`src/rtl/i2c_cfg_seq_if.sv`:
```
// Bus bundle between the config sequencer, the I2C master, the register table and the runtime-update requester.
interface i2c_cfg_seq_if;
  localparam int unsigned WORD_W = 16;
  localparam int unsigned IDX_W  = 6;

  logic              i2c_exec;
  logic [WORD_W-1:0] i2c_data;
  logic              i2c_done;
  logic              i2c_nack;
  logic [IDX_W-1:0]  tbl_idx;
  logic [WORD_W-1:0] tbl_data;
  logic              upd_req;
  logic [WORD_W-1:0] upd_data;
  logic              upd_ack;

  modport master (
    output i2c_exec, i2c_data, tbl_idx, upd_ack,
    input  i2c_done, i2c_nack, tbl_data, upd_req, upd_data
  );

  modport slave (
    input  i2c_exec, i2c_data, tbl_idx, upd_ack,
    output i2c_done, i2c_nack, tbl_data, upd_req, upd_data
  );
endinterface

```
`src/rtl/i2c_cfg_seq.sv`:
```
// Boot-time codec register sequencer: walks a register table over I2C with retries, then serves runtime writes.
module i2c_cfg_seq #(
  parameter int unsigned REG_NUM   = 23,
  parameter int unsigned INIT_DLY  = 252,
  parameter int unsigned SRST_DLY  = 252,
  parameter int unsigned MAX_RETRY = 3,
  parameter int unsigned RETRY_DLY = 16
) (
  input  logic                clk,
  input  logic                rst_n,
  input  logic                start,
  i2c_cfg_seq_if.master       bus,
  output logic                busy,
  output logic                cfg_done,
  output logic                cfg_err,
  output logic [5:0]          err_idx
);
  localparam int unsigned WORD_W  = 16;
  localparam int unsigned IDX_W   = 6;
  localparam int unsigned RTY_W   = 3;
  localparam int unsigned MAX_DLY = (INIT_DLY > SRST_DLY)
                                    ? ((INIT_DLY > RETRY_DLY) ? INIT_DLY : RETRY_DLY)
                                    : ((SRST_DLY > RETRY_DLY) ? SRST_DLY : RETRY_DLY);
  localparam int unsigned CNT_W   = (MAX_DLY > 1) ? $clog2(MAX_DLY + 1) : 1;
  // WAIT->ISSUE->exec adds two edges, so the counter is preloaded two short of the delay.
  localparam int unsigned INIT_LD = (INIT_DLY  > 2) ? INIT_DLY  - 2 : 0;
  localparam int unsigned SRST_LD = (SRST_DLY  > 2) ? SRST_DLY  - 2 : 0;
  localparam int unsigned RTRY_LD = (RETRY_DLY > 2) ? RETRY_DLY - 2 : 0;

  typedef enum logic [2:0] {S_WAIT, S_ISSUE, S_XFER, S_DONE, S_ERR, S_UPD} state_e;

  state_e             state_q, state_d;
  logic [CNT_W-1:0]   cnt_q, cnt_d;
  logic [IDX_W-1:0]   idx_q, idx_d, err_idx_q, err_idx_d;
  logic [RTY_W-1:0]   rty_q, rty_d;
  logic [WORD_W-1:0]  data_q, data_d;
  logic               exec_q, exec_d, ack_q, ack_d;
  logic               busy_q, busy_d, done_q, done_d, err_q, err_d;
  logic               last_idx, rty_max, upd_ok;

  assign last_idx = (idx_q == IDX_W'(REG_NUM - 1));
  assign rty_max  = (rty_q == RTY_W'(MAX_RETRY));
  // No new update is taken in the cycle that acknowledges the previous one.
  assign upd_ok   = bus.upd_req && !ack_q;

  // State and datapath registers
  always_ff @(posedge clk or negedge rst_n) begin
    if (!rst_n) begin
      state_q   <= S_WAIT;
      cnt_q     <= CNT_W'(INIT_LD);
      idx_q     <= '0;
      rty_q     <= '0;
      data_q    <= '0;
      err_idx_q <= '0;
      exec_q    <= 1'b0;
      ack_q     <= 1'b0;
      busy_q    <= 1'b1;
      done_q    <= 1'b0;
      err_q     <= 1'b0;
    end else begin
      state_q   <= state_d;
      cnt_q     <= cnt_d;
      idx_q     <= idx_d;
      rty_q     <= rty_d;
      data_q    <= data_d;
      err_idx_q <= err_idx_d;
      exec_q    <= exec_d;
      ack_q     <= ack_d;
      busy_q    <= busy_d;
      done_q    <= done_d;
      err_q     <= err_d;
    end
  end

  // Next-state logic
  always_comb begin
    state_d = state_q;
    case (state_q)
      S_WAIT:  if (cnt_q == '0) state_d = S_ISSUE;
      S_ISSUE: state_d = S_XFER;
      S_XFER: begin
        if (bus.i2c_done) begin
          if (!bus.i2c_nack) begin
            if (last_idx)           state_d = S_DONE;
            else if (idx_q == '0)   state_d = S_WAIT;
            else                    state_d = S_ISSUE;
          end else begin
            state_d = rty_max ? S_ERR : S_WAIT;
          end
        end
      end
      S_DONE: begin
        if (start)       state_d = S_WAIT;
        else if (upd_ok) state_d = S_UPD;
      end
      S_ERR:   if (start) state_d = S_WAIT;
      S_UPD:   if (bus.i2c_done) state_d = S_DONE;
      default: state_d = S_WAIT;
    endcase
  end

  // Datapath and registered-output next values
  always_comb begin
    cnt_d     = cnt_q;
    idx_d     = idx_q;
    rty_d     = rty_q;
    data_d    = data_q;
    err_idx_d = err_idx_q;
    exec_d    = 1'b0;
    ack_d     = 1'b0;
    case (state_q)
      S_WAIT: if (cnt_q != '0) cnt_d = cnt_q - CNT_W'(1);
      S_ISSUE: begin
        data_d = bus.tbl_data;
        exec_d = 1'b1;
      end
      S_XFER: begin
        if (bus.i2c_done) begin
          if (!bus.i2c_nack) begin
            rty_d = '0;
            if (!last_idx) begin
              idx_d = idx_q + IDX_W'(1);
              if (idx_q == '0) cnt_d = CNT_W'(SRST_LD);
            end
          end else if (rty_max) begin
            err_idx_d = idx_q;
          end else begin
            rty_d = rty_q + RTY_W'(1);
            cnt_d = CNT_W'(RTRY_LD);
          end
        end
      end
      S_DONE, S_ERR: begin
        if (start) begin
          idx_d = '0;
          rty_d = '0;
          cnt_d = CNT_W'(INIT_LD);
        end else if (state_q == S_DONE && upd_ok) begin
          data_d = bus.upd_data;
          exec_d = 1'b1;
        end
      end
      S_UPD: ack_d = bus.i2c_done;
      default: ;
    endcase
    busy_d = !(state_d inside {S_DONE, S_ERR});
    done_d = (state_d inside {S_DONE, S_UPD});
    err_d  = (state_d == S_ERR);
  end

  assign bus.i2c_exec = exec_q;
  assign bus.i2c_data = data_q;
  assign bus.tbl_idx  = idx_q;
  assign bus.upd_ack  = ack_q;
  assign busy         = busy_q;
  assign cfg_done     = done_q;
  assign cfg_err      = err_q;
  assign err_idx      = err_idx_q;
endmodule

```
`src/flat_wrapper.sv`:
```
// flat-port wrapper written by rule: the top's interface ports become plain ports
module i2c_cfg_seq_flat 
#(
  parameter int unsigned REG_NUM   = 23,
  parameter int unsigned INIT_DLY  = 252,
  parameter int unsigned SRST_DLY  = 252,
  parameter int unsigned MAX_RETRY = 3,
  parameter int unsigned RETRY_DLY = 16
)
  (clk, rst_n, start, busy, cfg_done, cfg_err, err_idx, bus_i2c_exec, bus_i2c_data, bus_tbl_idx, bus_upd_ack, bus_i2c_done, bus_i2c_nack, bus_tbl_data, bus_upd_req, bus_upd_data);
  i2c_cfg_seq_if bus_i ();
  input  logic clk;
  input  logic rst_n;
  input  logic start;
  output logic busy;
  output logic cfg_done;
  output logic cfg_err;
  output logic [5:0] err_idx;
  output wire logic [$bits(bus_i.i2c_exec)-1:0] bus_i2c_exec;
  output wire logic [$bits(bus_i.i2c_data)-1:0] bus_i2c_data;
  output wire logic [$bits(bus_i.tbl_idx)-1:0] bus_tbl_idx;
  output wire logic [$bits(bus_i.upd_ack)-1:0] bus_upd_ack;
  input wire logic [$bits(bus_i.i2c_done)-1:0] bus_i2c_done;
  input wire logic [$bits(bus_i.i2c_nack)-1:0] bus_i2c_nack;
  input wire logic [$bits(bus_i.tbl_data)-1:0] bus_tbl_data;
  input wire logic [$bits(bus_i.upd_req)-1:0] bus_upd_req;
  input wire logic [$bits(bus_i.upd_data)-1:0] bus_upd_data;
  assign bus_i2c_exec = bus_i.i2c_exec;
  assign bus_i2c_data = bus_i.i2c_data;
  assign bus_tbl_idx = bus_i.tbl_idx;
  assign bus_upd_ack = bus_i.upd_ack;
  assign bus_i.i2c_done = bus_i2c_done;
  assign bus_i.i2c_nack = bus_i2c_nack;
  assign bus_i.tbl_data = bus_tbl_data;
  assign bus_i.upd_req = bus_upd_req;
  assign bus_i.upd_data = bus_upd_data;
  i2c_cfg_seq #(.REG_NUM(REG_NUM), .INIT_DLY(INIT_DLY), .SRST_DLY(SRST_DLY), .MAX_RETRY(MAX_RETRY), .RETRY_DLY(RETRY_DLY)) u_core (.clk(clk), .rst_n(rst_n), .start(start), .bus(bus_i), .busy(busy), .cfg_done(cfg_done), .cfg_err(cfg_err), .err_idx(err_idx));
endmodule
```
`config.mk`:
```
export PLATFORM = sky130hd
export DESIGN_NAME = i2c_cfg_seq_flat
export DESIGN_NICKNAME = d
export VERILOG_FILES = /design/src/rtl/i2c_cfg_seq_if.sv /design/src/rtl/i2c_cfg_seq.sv /design/src/flat_wrapper.sv
export SDC_FILE = /design/constraint.sdc
export NUM_CORES = 1
export LEC_CHECK = 0
export BUFFER_PORTS_ARGS = -buffer_cell sky130_fd_sc_hd__clkbuf_2
export CORE_MARGIN = 4
export CORE_UTILIZATION = 56
export CTS_BUF_LIST = sky130_fd_sc_hd__clkbuf_16
export CTS_CLUSTER_DIAMETER = 50
export DETAILED_ROUTE_END_ITERATION = 8
export PLACE_DENSITY = 0.85
export SETUP_SLACK_MARGIN = 0.3
export SYNTH_ARGS = -nofsm -noshare
export SYNTH_HDL_FRONTEND = slang
export SYNTH_SLANG_ARGS = --single-unit
```
`constraint.sdc`:
```
create_clock -name clk -period 5.1 [get_ports clk]
set_input_delay 0 -clock clk [delete_from_list [all_inputs] [get_ports clk]]
set_output_delay 0 -clock clk [all_outputs]
set_load 0.01 [all_outputs]
```
==> summary.json, run 1 <==
{
  "post_drt_wl_per_cell": {"value": 17.3, "unit": "µm"},
  "postSynthNetCount": {"value": 300},
  "post-route-min-period": {"value": 2720, "unit": "ps"},
  "critical_path_peak_fanout": {"value": 23},
  "cts_tree": {"value": "done"},
  "routed-via-count": {"value": 2400},
  "arrival_time_at_the_worst_endpoint": {"value": 2940, "unit": "ps"},
  "finalClockSkew": {"value": 3.65, "unit": "ps"},
  "maxCapViolations": {"value": 0},
  "finalHoldViolations": {"value": 0},
  "detail_route.drc_violations": {"value": 0},
  "cells_after_synthesis": {"value": 255},
  "finished_layout_cell_area": {"value": 0.00334, "unit": "mm²"},
  "antenna_found_initial": {"value": 0},
  "num_antenna_cells": {"value": 0},
  "worst-setup-path-type": {"value": "reg -> reg"},
  "initial_core_util": {"value": 59.8, "unit": "%"},
  "synth.area.top_cells": {"value": "dfrtp_1 40%, dfstp_2 7.4%, nand2_1 6.1%"},
  "total_power_density_per_cell_area": {"value": 460, "unit": "mW/mm²"},
  "clock_tree.htree_level_count": {"value": 2},
  "floorplan.rows": {"value": 23},
  "worst_rel_slew_slack": {"value": 47.7, "unit": "%"},
  "setup.worst_path.end_class": {"value": "register"},
  "setup_repair_after_global_routing_missed_its_margin": {"value": "false"},
  "worst_slew_pin_slew": {"value": 785, "unit": "ps"},
  "synth_area_leader_cell": {"value": "dfrtp_1"},
  "area_of_the_mapped_netlist": {"value": 0.00248, "unit": "mm²"},
  "globalRouteTotalUtil": {"value": 27.3, "unit": "%"},
  "worst_setup_path_startpoint": {"value": "u_core.state_q[2]$_DFF_PN0_"},
  "min_path_cells": {"value": 2},
  "pin_count_of_the_biggest_net_entering_global_routing": {"value": 48},
  "clk_root_buffer_cell": {"value": "clkbuf_16"},
  "worstReg2RegStart": {"value": "u_core.state_q[2]$_DFF_PN0_"},
  "synth.top_cell.area_share": {"value": 40.4, "unit": "%"},
  "timing.final.setup_violations": {"value": 0},
  "grt_pass1_wl": {"value": 11400, "unit": "µm"},
  "count_of_flip_flops_with_a_built_in_enable_after_synthesis": {"value": 0},
  "largest_voltage_drop_on_the_vdd_net": {"value": 224, "unit": "µV"},
  "chipWidth": {"value": 74.5, "unit": "µm"},
  "postSynth.asyncResetShare": {"value": 100, "unit": "%"},
  "syn2layout_area_growth": {"value": 34.5, "unit": "%"},
  "numPortBuffers": {"value": 70},
  "synth.avg_cell_area": {"value": 9.73, "unit": "µm²"},
  "drt.antenna.violating_nets": {"value": 0},
  "final_common_cell": {"value": "clkbuf_2"},
  "place_hpwl": {"value": 3910, "unit": "µm"},
  "yosysSeqAreaShare": {"value": 47.8, "unit": "%"},
  "ctsLongestPathBuffers": {"value": 2},
  "die-height": {"value": 74.5, "unit": "µm"},
  "final_max_slew_viol_count": {"value": 0},
  "timing.hold.worst.class": {"value": "in -> reg"},
  "synth_warnings": {"value": 0},
  "status": {"value": "completed"},
  "totalWireLength": {"value": 7010, "unit": "µm"},
  "later_pin_clock_latency_in_the_skew_report": {"value": 280, "unit": "ps"},
  "cp.required": {"value": 5320, "unit": "ps"},
  "cp-start-kind": {"value": "register"},
  "ys_seq_elements": {"value": 47},
  "floorplan.core_area": {"value": 0.00414, "unit": "mm²"},
  "synth_cell_types": {"value": 52},
  "num-fill-cells": {"value": 219},
  "full_die_area": {"value": 0.00556, "unit": "mm²"},
  "drtPass1Iterations": {"value": 4},
  "cts_setup_buffers": {"value": 0},
  "placed_area": {"value": 0.00284, "unit": "mm²"},
  "clock.fmax": {"value": 367, "unit": "MHz"},
  "synth_top_flop_cell": {"value": "dfrtp_1"},
  "cts_buffers": {"value": 5},
  "worst_r2r_path_depth": {"value": 5},
  "gp_congestion": {"value": 0.814},
  "worst_hold_startpoint": {"value": "bus_i2c_done"},
  "cts.clk_slew.worst_paths": {"value": 60, "unit": "ps"},
  "clock-sinks": {"value": 47},
  "grt_overflow_total": {"value": 0},
  "drive_above_1_share": {"value": 30.7, "unit": "%"},
  "static-leakage-power": {"value": 1.63, "unit": "nW"},
  "drt_first_iter_violations": {"value": 187},
  "fin_setup_tns": {"value": 0, "unit": "ps"},
  "min_period_over_period": {"value": 53.4, "unit": "%"},
  "via_per_inst": {"value": 5.93},
  "design.portCount": {"value": 71},
  "finish.utilization": {"value": 80.5, "unit": "%"},
  "final_cell_mix": {"value": "70 x clkbuf_2, 40 x nand2_1, 40 x dfrtp_1"},
  "first_global_vias": {"value": 2397},
  "nNetsFinal": {"value": 399}
}
[power by group]
group	total (W)	internal [W]	switching [W]	leakage [nW]
logic	0.000559	0.000285	0.000274	0.956
registers	0.000610	0.000504	0.000106	0.586
clock network	0.000365	0.000231	0.000134	0.0838
total	0.00153	0.00102	0.000513	1.63
[registers in the layout, summed over array words and instances, names as in the netlist]
register	flops
u_core.rty_q	3
u_core.cfg_err	1
u_core.state_q	3
u_core.cfg_done	1
u_core.bus.upd_ack	1
u_core.err_idx	6
u_core.bus.i2c_data	16
u_core.bus.tbl_idx	6
u_core.bus.i2c_exec	1
u_core.busy	1
u_core.cnt_q	8
[worst max-delay path: stages, from the launching register on]
cell,delay (ps)
dfrtp_1,510
nor3b_1,460
a21o_1,660
nand2_1,160
a31oi_1,260
dlygate4sd3_1,590
[worst paths after layout]
path | endpoint | slack, ps
worst max register to register | u_core.bus.i2c_data[12]$_DFFE_PN0P_ | 2380
worst min-delay path | u_core.state_q[2]$_DFF_PN0_ | 70
max in group asynchronous | u_core.busy$_DFF_PN1_ | 4350
worst max-delay path | u_core.bus.i2c_data[12]$_DFFE_PN0P_ | 2380
worst min register to register | u_core.cnt_q[7]$_DFFE_PN1P_ | 490
min in group asynchronous | u_core.bus.i2c_data[0]$_DFFE_PN0P_ | 370
[metrics by stage]
step,instances,hold WS [ps],power [W],setup WS [ps]
final,405,70.6,0.00153,2380
after floorplan,255,-296,0.000867,3220
after global routing,405,107,0.00162,2170
after CTS,405,74.1,0.00150,2520
after global placement,364,117,0.00100,2940
after detailed placement,364,124,0.00102,2780
[area by class of cell]
type | instances | area, µm² | area share (%)
Inverter | 8 | 30.0 | 0.900
Timing Repair Buffer | 106 | 703 | 21.1
Tap cell | 50 | 62.6 | 1.88
Clock buffer | 5 | 125 | 3.75
Multi-Input combinational cell | 186 | 1190 | 35.6
Clock inverter | 3 | 43.8 | 1.31
Sequential cell | 47 | 1180 | 35.5
[synthesized netlist by cell type, types with 2 or more instances]
cell type	n
dfstp_2	7
dfrtp_1	40
clkbuf_1	5
nand2_1	40
ha_1	7
mux2_4	4
xor2_1	4
buf_6	3
nor3b_1	2
nor2b_1	3
o21ai_0	6
a32oi_1	2
nand4_1	3
buf_2	6
a21oi_1	14
a31oi_1	19
nor3_1	5
o211ai_2	2
nand3_1	4
a21o_1	3
mux2_2	3
inv_1	8
o21ai_1	6
nand2b_1	4
nor2_1	28
[timing repair]
item,4_1_cts,5_1_grt
endpoints found under the hold margin,56,0
resized for setup,0,0
hold buffers,33,0
[layer usage]
metal  global-route usage (%)  vias to the layer above  share of wire (%)
li1                         -                     1102                  -
met1                     32.6                     1125                 39
met2                     46.0                      136                 48
met3                     6.08                       37                8.8
met4                     14.2                        0                4.6
met5                        0                        -                  0
[cell families (layout without fill, tap and decap cells)]
logic type / Yosys count / in the layout / synth area share (%)
compound gates: 64 / 64 / 18.5
xor+xnor: 4 / 4 / 1.41
buf+inv: 22 / 122 / 4.54
fa+ha+maj: 7 / 7 / 3.53
mux: 7 / 7 / 3.78
simple gates: 104 / 104 / 20.5
flops: 47 / 47 / 47.8
(Power assumes the default switching activity.)
==> inputs of run 2 (changes only) <==
- CORE_UTILIZATION: 56 -> 47
- PLACE_DENSITY: 0.85 -> 0.76
- clock period: 5.1 -> 2.4 ns (I/O delays scaled with it)
==> run 2 against run 1 <==
  * Utilization shrank 13 points
  * Register-to-register slack lost 2000 ps
  * Clock skew is essentially flat
  * Clock power grew 120%
  * Via count shrank 3.2%
  * Design area grew 2.6%
  * Count of clock-buffer cells in the layout is the same
  * Combinational power grew 74%
  * Sequential share of layout area shrank 0.87 points
  * Worst hold slack lost 14 ps
  * Critical path type unchanged
  * Highest routed layer unchanged
  * First-iteration DRC count shrank 20%
  * Critical endpoint is now u_core.cnt_q[4]$_DFFE_PN1P_
  * Critical path depth grew 1
==> summary.json, run 2 (synthesized netlist as in run 1, its figures left out) <==
{
  "post_place_cells": {"value": 388, "change": "+6.6%"},
  "min_period_over_period": {"value": 82.4, "unit": "%", "change": "+29 points"},
  "numPortBuffers": {"value": 70, "change": "unchanged"},
  "num_antenna_cells": {"value": 0, "change": "unchanged"},
  "internal_power": {"value": 0.00202, "unit": "W", "change": "+98%"},
  "worst_slew_pin_slew": {"value": 708, "unit": "ps", "change": "-76.3 ps"},
  "fin_cells": {"value": 432, "change": "+6.7%"},
  "routed-via-count": {"value": 2323, "change": "-3.2%"},
  "static-leakage-power": {"value": 1.67, "unit": "nW", "change": "+2.6%"},
  "drtPass1Iterations": {"value": 5, "change": "+1"},
  "floorplan.core_area": {"value": 0.00511, "unit": "mm²", "change": "+23%"},
  "sequentialPowerShare": {"value": 42.0, "unit": "%", "change": "+2.2 points"},
  "worst_rel_slew_slack": {"value": 52.8, "unit": "%", "change": "+5.1 points"},
  "finished_layout_cell_area": {"value": 0.00342, "unit": "mm²", "change": "+2.6%"},
  "placed_area": {"value": 0.00289, "unit": "mm²", "change": "+1.9%"},
  "floorplan.rows": {"value": 26, "change": "+13%"},
  "worstHoldEndpoint": {"value": "u_core.state_q[2]$_DFF_PN0_"},
  "critical_path_peak_fanout": {"value": 13, "change": "-43%"},
  "gp_congestion": {"value": 0.859, "change": "+5.6%"},
  "first_global_vias": {"value": 2269, "change": "-5.3%"},
  "drt_first_iter_violations": {"value": 150, "change": "-20%"},
  "worst_hold_slack": {"value": 56.7, "unit": "ps", "change": "-13.9 ps"},
  "setup_repair_after_global_routing_missed_its_margin": {"value": "false"},
  "place_hpwl": {"value": 4110, "unit": "µm", "change": "+5.1%"},
  "min_path_cells": {"value": 2, "change": "unchanged"},
  "syn2layout_area_growth": {"value": 38.0, "unit": "%"},
  "drt.antenna.violating_nets": {"value": 0, "change": "unchanged"},
  "chipWidth": {"value": 80.6, "unit": "µm", "change": "+8.2%"},
  "antenna_found_initial": {"value": 0, "change": "unchanged"},
  "status": {"value": "completed"},
  "clock_tree.htree_level_count": {"value": 2, "change": "unchanged"},
  "final_max_slew_viol_count": {"value": 0, "change": "unchanged"},
  "cp.required": {"value": 2610, "unit": "ps", "change": "-2710 ps"},
  "clock_power_share": {"value": 25.9, "unit": "%", "change": "+2.1 points"},
  "drive_above_1_share": {"value": 32.6, "unit": "%", "change": "+1.9 points"},
  "post-route-min-period": {"value": 1980, "unit": "ps", "change": "-747 ps"},
  "fin_setup_tns": {"value": 0, "unit": "ps", "change": "unchanged"},
  "switching_share": {"value": 33.4, "unit": "%", "change": "-0.069 points"},
  "setup.worst_path.end_class": {"value": "register"},
  "finalClockSkew": {"value": 3.94, "unit": "ps", "change": "+0.295 ps"},
  "worst_r2r_path_depth": {"value": 6, "change": "+1"},
  "nNetsFinal": {"value": 406, "change": "+1.8%"},
  "die-height": {"value": 80.6, "unit": "µm", "change": "+8.2%"},
  "cp-start-kind": {"value": "register"},
  "arrival_time_at_the_worst_endpoint": {"value": 2190, "unit": "ps", "change": "-750 ps"},
  "largest_register_ffs": {"value": 16, "change": "unchanged"},
  "maxCapViolations": {"value": 0, "change": "unchanged"},
  "totalWireLength": {"value": 6840, "unit": "µm", "change": "-2.3%"},
  "timing.final.setup_violations": {"value": 0, "change": "unchanged"},
  "full_die_area": {"value": 0.00650, "unit": "mm²", "change": "+17%"},
  "setup.reg_to_reg.worst_slack": {"value": 420, "unit": "ps", "change": "-1950 ps"},
  "timing.hold.worst.class": {"value": "in -> reg"},
  "total_power_density_per_cell_area": {"value": 887, "unit": "mW/mm²", "change": "+93%"},
  "grt_overflow_total": {"value": 0, "change": "unchanged"},
  "clock-sinks": {"value": 47, "change": "unchanged"},
  "detail_route.drc_violations": {"value": 0, "change": "unchanged"},
  "worst-setup-path-type": {"value": "reg -> reg"},
  "largest_voltage_drop_on_the_vdd_net": {"value": 484, "unit": "µV", "change": "+120%"},
  "worstReg2RegStart": {"value": "u_core.bus.tbl_idx[1]$_DFFE_PN0P_"},
  "grt_pass1_wl": {"value": 10700, "unit": "µm", "change": "-6.4%"},
  "cts_tree": {"value": "done"},
  "design.portCount": {"value": 71, "change": "unchanged"},
  "ctsLongestPathBuffers": {"value": 2, "change": "unchanged"},
  "timing.rr.end": {"value": "u_core.cnt_q[4]$_DFFE_PN1P_"},
  "post_drt_wl_per_cell": {"value": 15.8, "unit": "µm", "change": "-8.4%"},
  "switchingPower": {"value": 0.00101, "unit": "W", "change": "+98%"},
  "finalHoldViolations": {"value": 0, "change": "unchanged"},
  "power.share.combinational": {"value": 32.1, "unit": "%", "change": "-4.3 points"},
  "via_per_inst": {"value": 5.38, "change": "-9.3%"},
  "cts.clk_slew.worst_paths": {"value": 60, "unit": "ps", "change": "about the same"},
  "final_cell_mix": {"value": "70 x clkbuf_2, 40 x nand2_1, 39 x dfrtp_1"},
  "initial_core_util": {"value": 48.6, "unit": "%", "change": "-11 points"},
  "clock.fmax": {"value": 506, "unit": "MHz", "change": "+38%"},
  "globalRouteTotalUtil": {"value": 21.4, "unit": "%", "change": "-5.9 points"},
  "worst_hold_startpoint": {"value": "bus_i2c_done"},
  "final_common_cell": {"value": "clkbuf_2"},
  "later_pin_clock_latency_in_the_skew_report": {"value": 280, "unit": "ps", "change": "about the same"},
  "pin_count_of_the_biggest_net_entering_global_routing": {"value": 34, "change": "-29%"},
  "cts_buffers": {"value": 5, "change": "unchanged"},
  "clk_root_buffer_cell": {"value": "clkbuf_16"}
}
## run 2: cell count changes in the layout (fill, tap and decap cells not counted), sizes merged
cell,change
buf,+7
clkinv,-1
inv,+1
## run 2: per-layer routing
metal | routed length (µm) | global-route usage [%]
met2 | 3500 | 37.9
met4 | 198 | 9.12
met1 | 2770 | 24.9
met3 | 377 | 4.37
met5 | 0 | 0
## run 2: layout make-up
class	instances	area [µm²]
fill	389	1680
inverter	8	30.0
clock buffer	5	125
clock inverter	3	42.5
multi-input combinational	186	1200
timing repair buffer	113	756
tap	70	87.6
sequential	47	1190
## run 2: per-stage QoR
| stage | worst slack (ps) | power (W) | utilization (%) |
|---|---|---|---|
| global placement | 407 | 0.00214 | 56.6 |
| finish | 423 | 0.00304 | 67.0 |
| CTS | 341 | 0.00301 | 66.4 |
| detailed placement | 359 | 0.00217 | 56.6 |
| floorplan | 515 | 0.00184 | - |
| global route | 311 | 0.00323 | 67.0 |
## run 2: power groups by stage
stage	registers, W	logic (W)	clock network [W]
detailed placement	0.00127	0.000900	0
finish	0.00127	0.000975	0.000787
global placement	0.00126	0.000881	0
global route	0.00131	0.00109	0.000837
floorplan	0.00131	0.000528	0
CTS	0.00126	0.000946	0.000801
## run 2: worst max-delay path, cell delays in order, from the launching register on
cell,delay (ps)
dfrtp_1,460
inv_1,90
ha_1,130
or3b_2,460
o211ai_2,220
o211ai_4,170
o32a_1,360
## run 2: how the worst max path moves through the flow
| stage | depth (start not counted) | from | end |
|---|---|---|---|
| 6_report | 6 | u_core.bus.tbl_idx[1]$_DFFE_PN0P_ | u_core.cnt_q[4]$_DFFE_PN1P_ |
| 5_1_grt | 7 | u_core.bus.tbl_idx[1]$_DFFE_PN0P_ | u_core.cnt_q[4]$_DFFE_PN1P_ |
| 4_1_cts | 5 | u_core.state_q[0]$_DFF_PN0_ | u_core.busy$_DFF_PN1_ |
| 3_5_place_dp | 3 | u_core.state_q[0]$_DFF_PN0_ | u_core.err_idx[1]$_DFFE_PN0P_ |
| 3_3_place_gp | 3 | u_core.state_q[0]$_DFF_PN0_ | u_core.err_idx[0]$_DFFE_PN0P_ |
| 2_1_floorplan | 7 | u_core.bus.tbl_idx[0]$_DFFE_PN0P_ | u_core.cnt_q[0]$_DFFE_PN0P_ |
## run 2: timing repair
action,CTS,global route
resized for setup,0,3
hold endpoints to repair,37,0
hold buffers,33,0
setup endpoints to repair,0,8
buffers inserted,0,3
==> inputs of run 3 (changes only) <==
- CORE_UTILIZATION: 47 -> 52
- PLACE_DENSITY: 0.76 -> 0.8
- clock period: 2.4 -> 1.9 ns (I/O delays scaled with it)
==> run 3 against run 2 <==
  * The run now ends with negative setup slack left
  * Die area down 8.7%
  * Routed wire length increased by 50%
  * Critical path depth down 1
  * Fmax increased by 3.6%
  * Total power up 39%
  * Clock power up 10%
  * Count of clock-buffer cells in the layout is the same
  * Flip-flop and latch count stayed put
  * Critical path type unchanged
  * Critical endpoint unchanged
  * Largest cell class unchanged
  * Highest routed layer unchanged
==> summary.json, run 3 (synthesized netlist as in run 1, its figures left out) <==
{
  "clock-sinks": {"value": 47, "change": "unchanged"},
  "totalWireLength": {"value": 10300, "unit": "µm", "change": "+50%"},
  "power.share.combinational": {"value": 41.4, "unit": "%", "change": "+9.3 points"},
  "via_per_inst": {"value": 6.26, "change": "+16%"},
  "drt.antenna.violating_nets": {"value": 0, "change": "unchanged"},
  "finalClockSkew": {"value": 13.2, "unit": "ps", "change": "+9.27 ps"},
  "total_power_density_per_cell_area": {"value": 1040, "unit": "mW/mm²", "change": "+18%"},
  "floorplan.rows": {"value": 24, "change": "-7.7%"},
  "cell_breakdown_of_the_critical_path": {"value": "or4b_4 > o211ai_4 > o211ai_4 > a31oi_1 > o32a_1"},
  "clock.fmax": {"value": 524, "unit": "MHz", "change": "+3.6%"},
  "cts_buffers": {"value": 5, "change": "unchanged"},
  "cts_tree": {"value": "done"},
  "floorplan.core_area": {"value": 0.00447, "unit": "mm²", "change": "-12%"},
  "violated_checks": {"value": "negative setup slack"},
  "timing.critical_path.slowest_stage_cell": {"value": "or4b_4"},
  "least_setup_slack_across_all_paths_after_layout": {"value": -8.50, "unit": "ps", "change": "-431 ps"},
  "nNetsFinal": {"value": 439, "change": "+8.1%"},
  "arrival_time_at_the_worst_endpoint": {"value": 2130, "unit": "ps", "change": "-60 ps"},
  "finalHoldViolations": {"value": 0, "change": "unchanged"},
  "post_drt_wl_per_cell": {"value": 23.0, "unit": "µm", "change": "+45%"},
  "fin_total_pwr": {"value": 0.00423, "unit": "W", "change": "+39%"},
  "ctsLongestPathBuffers": {"value": 2, "change": "unchanged"},
  "clk_root_buffer_cell": {"value": "clkbuf_16"},
  "clock_tree.htree_level_count": {"value": 2, "change": "unchanged"},
  "globalRouteTotalUtil": {"value": 27.3, "unit": "%", "change": "+5.8 points"},
  "worst_hold_slack": {"value": 107, "unit": "ps", "change": "+49.8 ps"},
  "min_period_over_period": {"value": 100, "unit": "%", "change": "+18 points"},
  "post-route-min-period": {"value": 1910, "unit": "ps", "change": "-68.6 ps"},
  "timing.final.setup_violations": {"value": 1, "change": "+1"},
  "status": {"value": "finished, violations left"},
  "pre_cts_ws": {"value": 31.4, "unit": "ps", "change": "-327 ps"},
  "multi_input_comb_area": {"value": 0.00149, "unit": "mm²", "change": "+25%"},
  "area.sequential": {"value": 0.00119, "unit": "mm²", "change": "+0.32%"},
  "final_max_slew_viol_count": {"value": 0, "change": "unchanged"},
  "switching_share": {"value": 38.2, "unit": "%", "change": "+4.8 points"},
  "switchingPower": {"value": 0.00161, "unit": "W", "change": "+59%"},
  "first_global_vias": {"value": 2663, "change": "+17%"},
  "cts.clk_slew.worst_paths": {"value": 70, "unit": "ps", "change": "about the same"},
  "drive_above_1_share": {"value": 50.1, "unit": "%", "change": "+18 points"},
  "cpMostUsedCell": {"value": "o211ai_4"},
  "finished_layout_cell_area": {"value": 0.00405, "unit": "mm²", "change": "+18%"},
  "numPortBuffers": {"value": 70, "change": "unchanged"},
  "min_path_cells": {"value": 2, "change": "unchanged"},
  "grt_pass1_wl": {"value": 12900, "unit": "µm", "change": "+21%"},
  "antenna_found_initial": {"value": 0, "change": "unchanged"},
  "initial_core_util": {"value": 55.4, "unit": "%", "change": "+6.9 points"},
  "grt_overflow_total": {"value": 0, "change": "unchanged"},
  "detail_route.drc_violations": {"value": 0, "change": "unchanged"},
  "critical_path_peak_fanout": {"value": 8, "change": "-5"},
  "pin_count_of_the_biggest_net_entering_global_routing": {"value": 34, "change": "unchanged"},
  "internal_power": {"value": 0.00261, "unit": "W", "change": "+29%"},
  "syn2layout_area_growth": {"value": 63.3, "unit": "%"},
  "worst_rel_slew_slack": {"value": 59.6, "unit": "%", "change": "+6.9 points"},
  "fin_setup_tns": {"value": -8.50, "unit": "ps", "change": "-8.50 ps"},
  "routed-via-count": {"value": 2796, "change": "+20%"},
  "setup_repair_after_global_routing_missed_its_margin": {"value": "true"},
  "design.portCount": {"value": 71, "change": "unchanged"},
  "setup.worst_path.end_class": {"value": "register"},
  "drtPass1Iterations": {"value": 5, "change": "unchanged"},
  "worst_r2r_path_depth": {"value": 5, "change": "-1"},
  "cp.required": {"value": 2120, "unit": "ps", "change": "-490 ps"},
  "maxCapViolations": {"value": 0, "change": "unchanged"},
  "timing.hold.worst.class": {"value": "in -> reg"},
  "sequentialPowerShare": {"value": 38.1, "unit": "%", "change": "-3.9 points"},
  "chipWidth": {"value": 77.1, "unit": "µm", "change": "-4.4%"},
  "later_pin_clock_latency_in_the_skew_report": {"value": 300, "unit": "ps", "change": "+20 ps"},
  "placed_area": {"value": 0.00297, "unit": "mm²", "change": "+2.6%"},
  "largest_register_ffs": {"value": 16, "change": "unchanged"},
  "full_die_area": {"value": 0.00594, "unit": "mm²", "change": "-8.7%"},
  "critical_path.max_stage_delay": {"value": 530, "unit": "ps", "change": "+70 ps"},
  "drt_first_iter_violations": {"value": 267, "change": "+78%"},
  "num-fill-cells": {"value": 182, "change": "-53%"},
  "place_hpwl": {"value": 4340, "unit": "µm", "change": "+5.6%"},
  "clock_power_share": {"value": 20.5, "unit": "%", "change": "-5.4 points"},
  "worst-setup-path-type": {"value": "reg -> reg"},
  "final_common_cell": {"value": "clkbuf_2"},
  "worst_slew_pin_slew": {"value": 605, "unit": "ps", "change": "-103 ps"},
  "cp-start-kind": {"value": "register"},
  "largest_voltage_drop_on_the_vdd_net": {"value": 787, "unit": "µV", "change": "+63%"},
  "num_antenna_cells": {"value": 0, "change": "unchanged"},
  "die-height": {"value": 77.1, "unit": "µm", "change": "-4.4%"},
  "gp_congestion": {"value": 0.787, "change": "-8.4%"},
  "static-leakage-power": {"value": 1.94, "unit": "nW", "change": "+16%"},
  "final_cell_mix": {"value": "70 x clkbuf_2, 36 x dfrtp_1, 33 x dlygate4sd3_1"}
}
## run 3: path summary, 6_finish.rpt
check                                                   from                       endpoint  slack, ps
min                                             bus_i2c_done    u_core.state_q[2]$_DFF_PN0_        110
max reg2reg                u_core.bus.tbl_idx[5]$_DFFE_PN0P_    u_core.cnt_q[4]$_DFFE_PN1P_         -8
min reg2reg                    u_core.err_idx[1]$_DFFE_PN0P_  u_core.err_idx[1]$_DFFE_PN0P_        510
max                        u_core.bus.tbl_idx[5]$_DFFE_PN0P_    u_core.cnt_q[4]$_DFFE_PN1P_         -8
max in group asynchronous                              rst_n    u_core.cnt_q[5]$_DFFE_PN1P_       1030
min in group asynchronous                              rst_n  u_core.err_idx[4]$_DFFE_PN0P_        240
## run 3: stage by stage
step | std cells | utilization, %
finish | 447 | 90.5
global route | 447 | 90.5
CTS | 434 | 82.5
detailed placement | 378 | 66.3
global placement | 378 | 66.3
floorplan | 255 | -
## run 3: worst max-delay path: cells and delay by family, from the launching register on
family	cells	cell delay (ps)
AOI/OAI and AO/OA	4	830
and+or+nand+nor	1	530
DFF	1	470
## run 3: timing repair
item,in CTS,in global routing
setup buffers,13,13
endpoints found under the setup margin,44,43
pin swaps,13,40
hold buffers,33,0
gates cloned,2,0
hold endpoints to repair,37,0
resized for setup,31,60
## run 3: power groups by stage
| stage | clock network, W | logic (W) | registers [W] |
|---|---|---|---|
| 2_1_floorplan | 0 | 0.000683 | 0.00167 |
| 3_3_place_gp | 0 | 0.00121 | 0.00156 |
| 3_5_place_dp | 0 | 0.00127 | 0.00158 |
| 4_1_cts | 0.000845 | 0.00143 | 0.00157 |
| 5_1_grt | 0.000908 | 0.00187 | 0.00164 |
| 6_report | 0.000867 | 0.00175 | 0.00161 |
## run 3: cell type report
| type | count | share of cell area [%] |
|---|---|---|
| inverters | 8 | 0.741 |
| repair buffers | 145 | 28.1 |
| clock inverters | 3 | 0.309 |
| flip-flops and latches | 47 | 29.4 |
| well taps | 52 | 1.61 |
| clock buffers | 5 | 3.09 |
| multi-input cells | 187 | 36.8 |
## run 3: metal layers
layer	routed length, µm	track usage (%)	up-vias
li1	-	-	1185
met1	3580	33.0	1343
met2	5250	48.3	207
met3	818	5.50	61
met4	637	9.43	0
met5	0	0	-
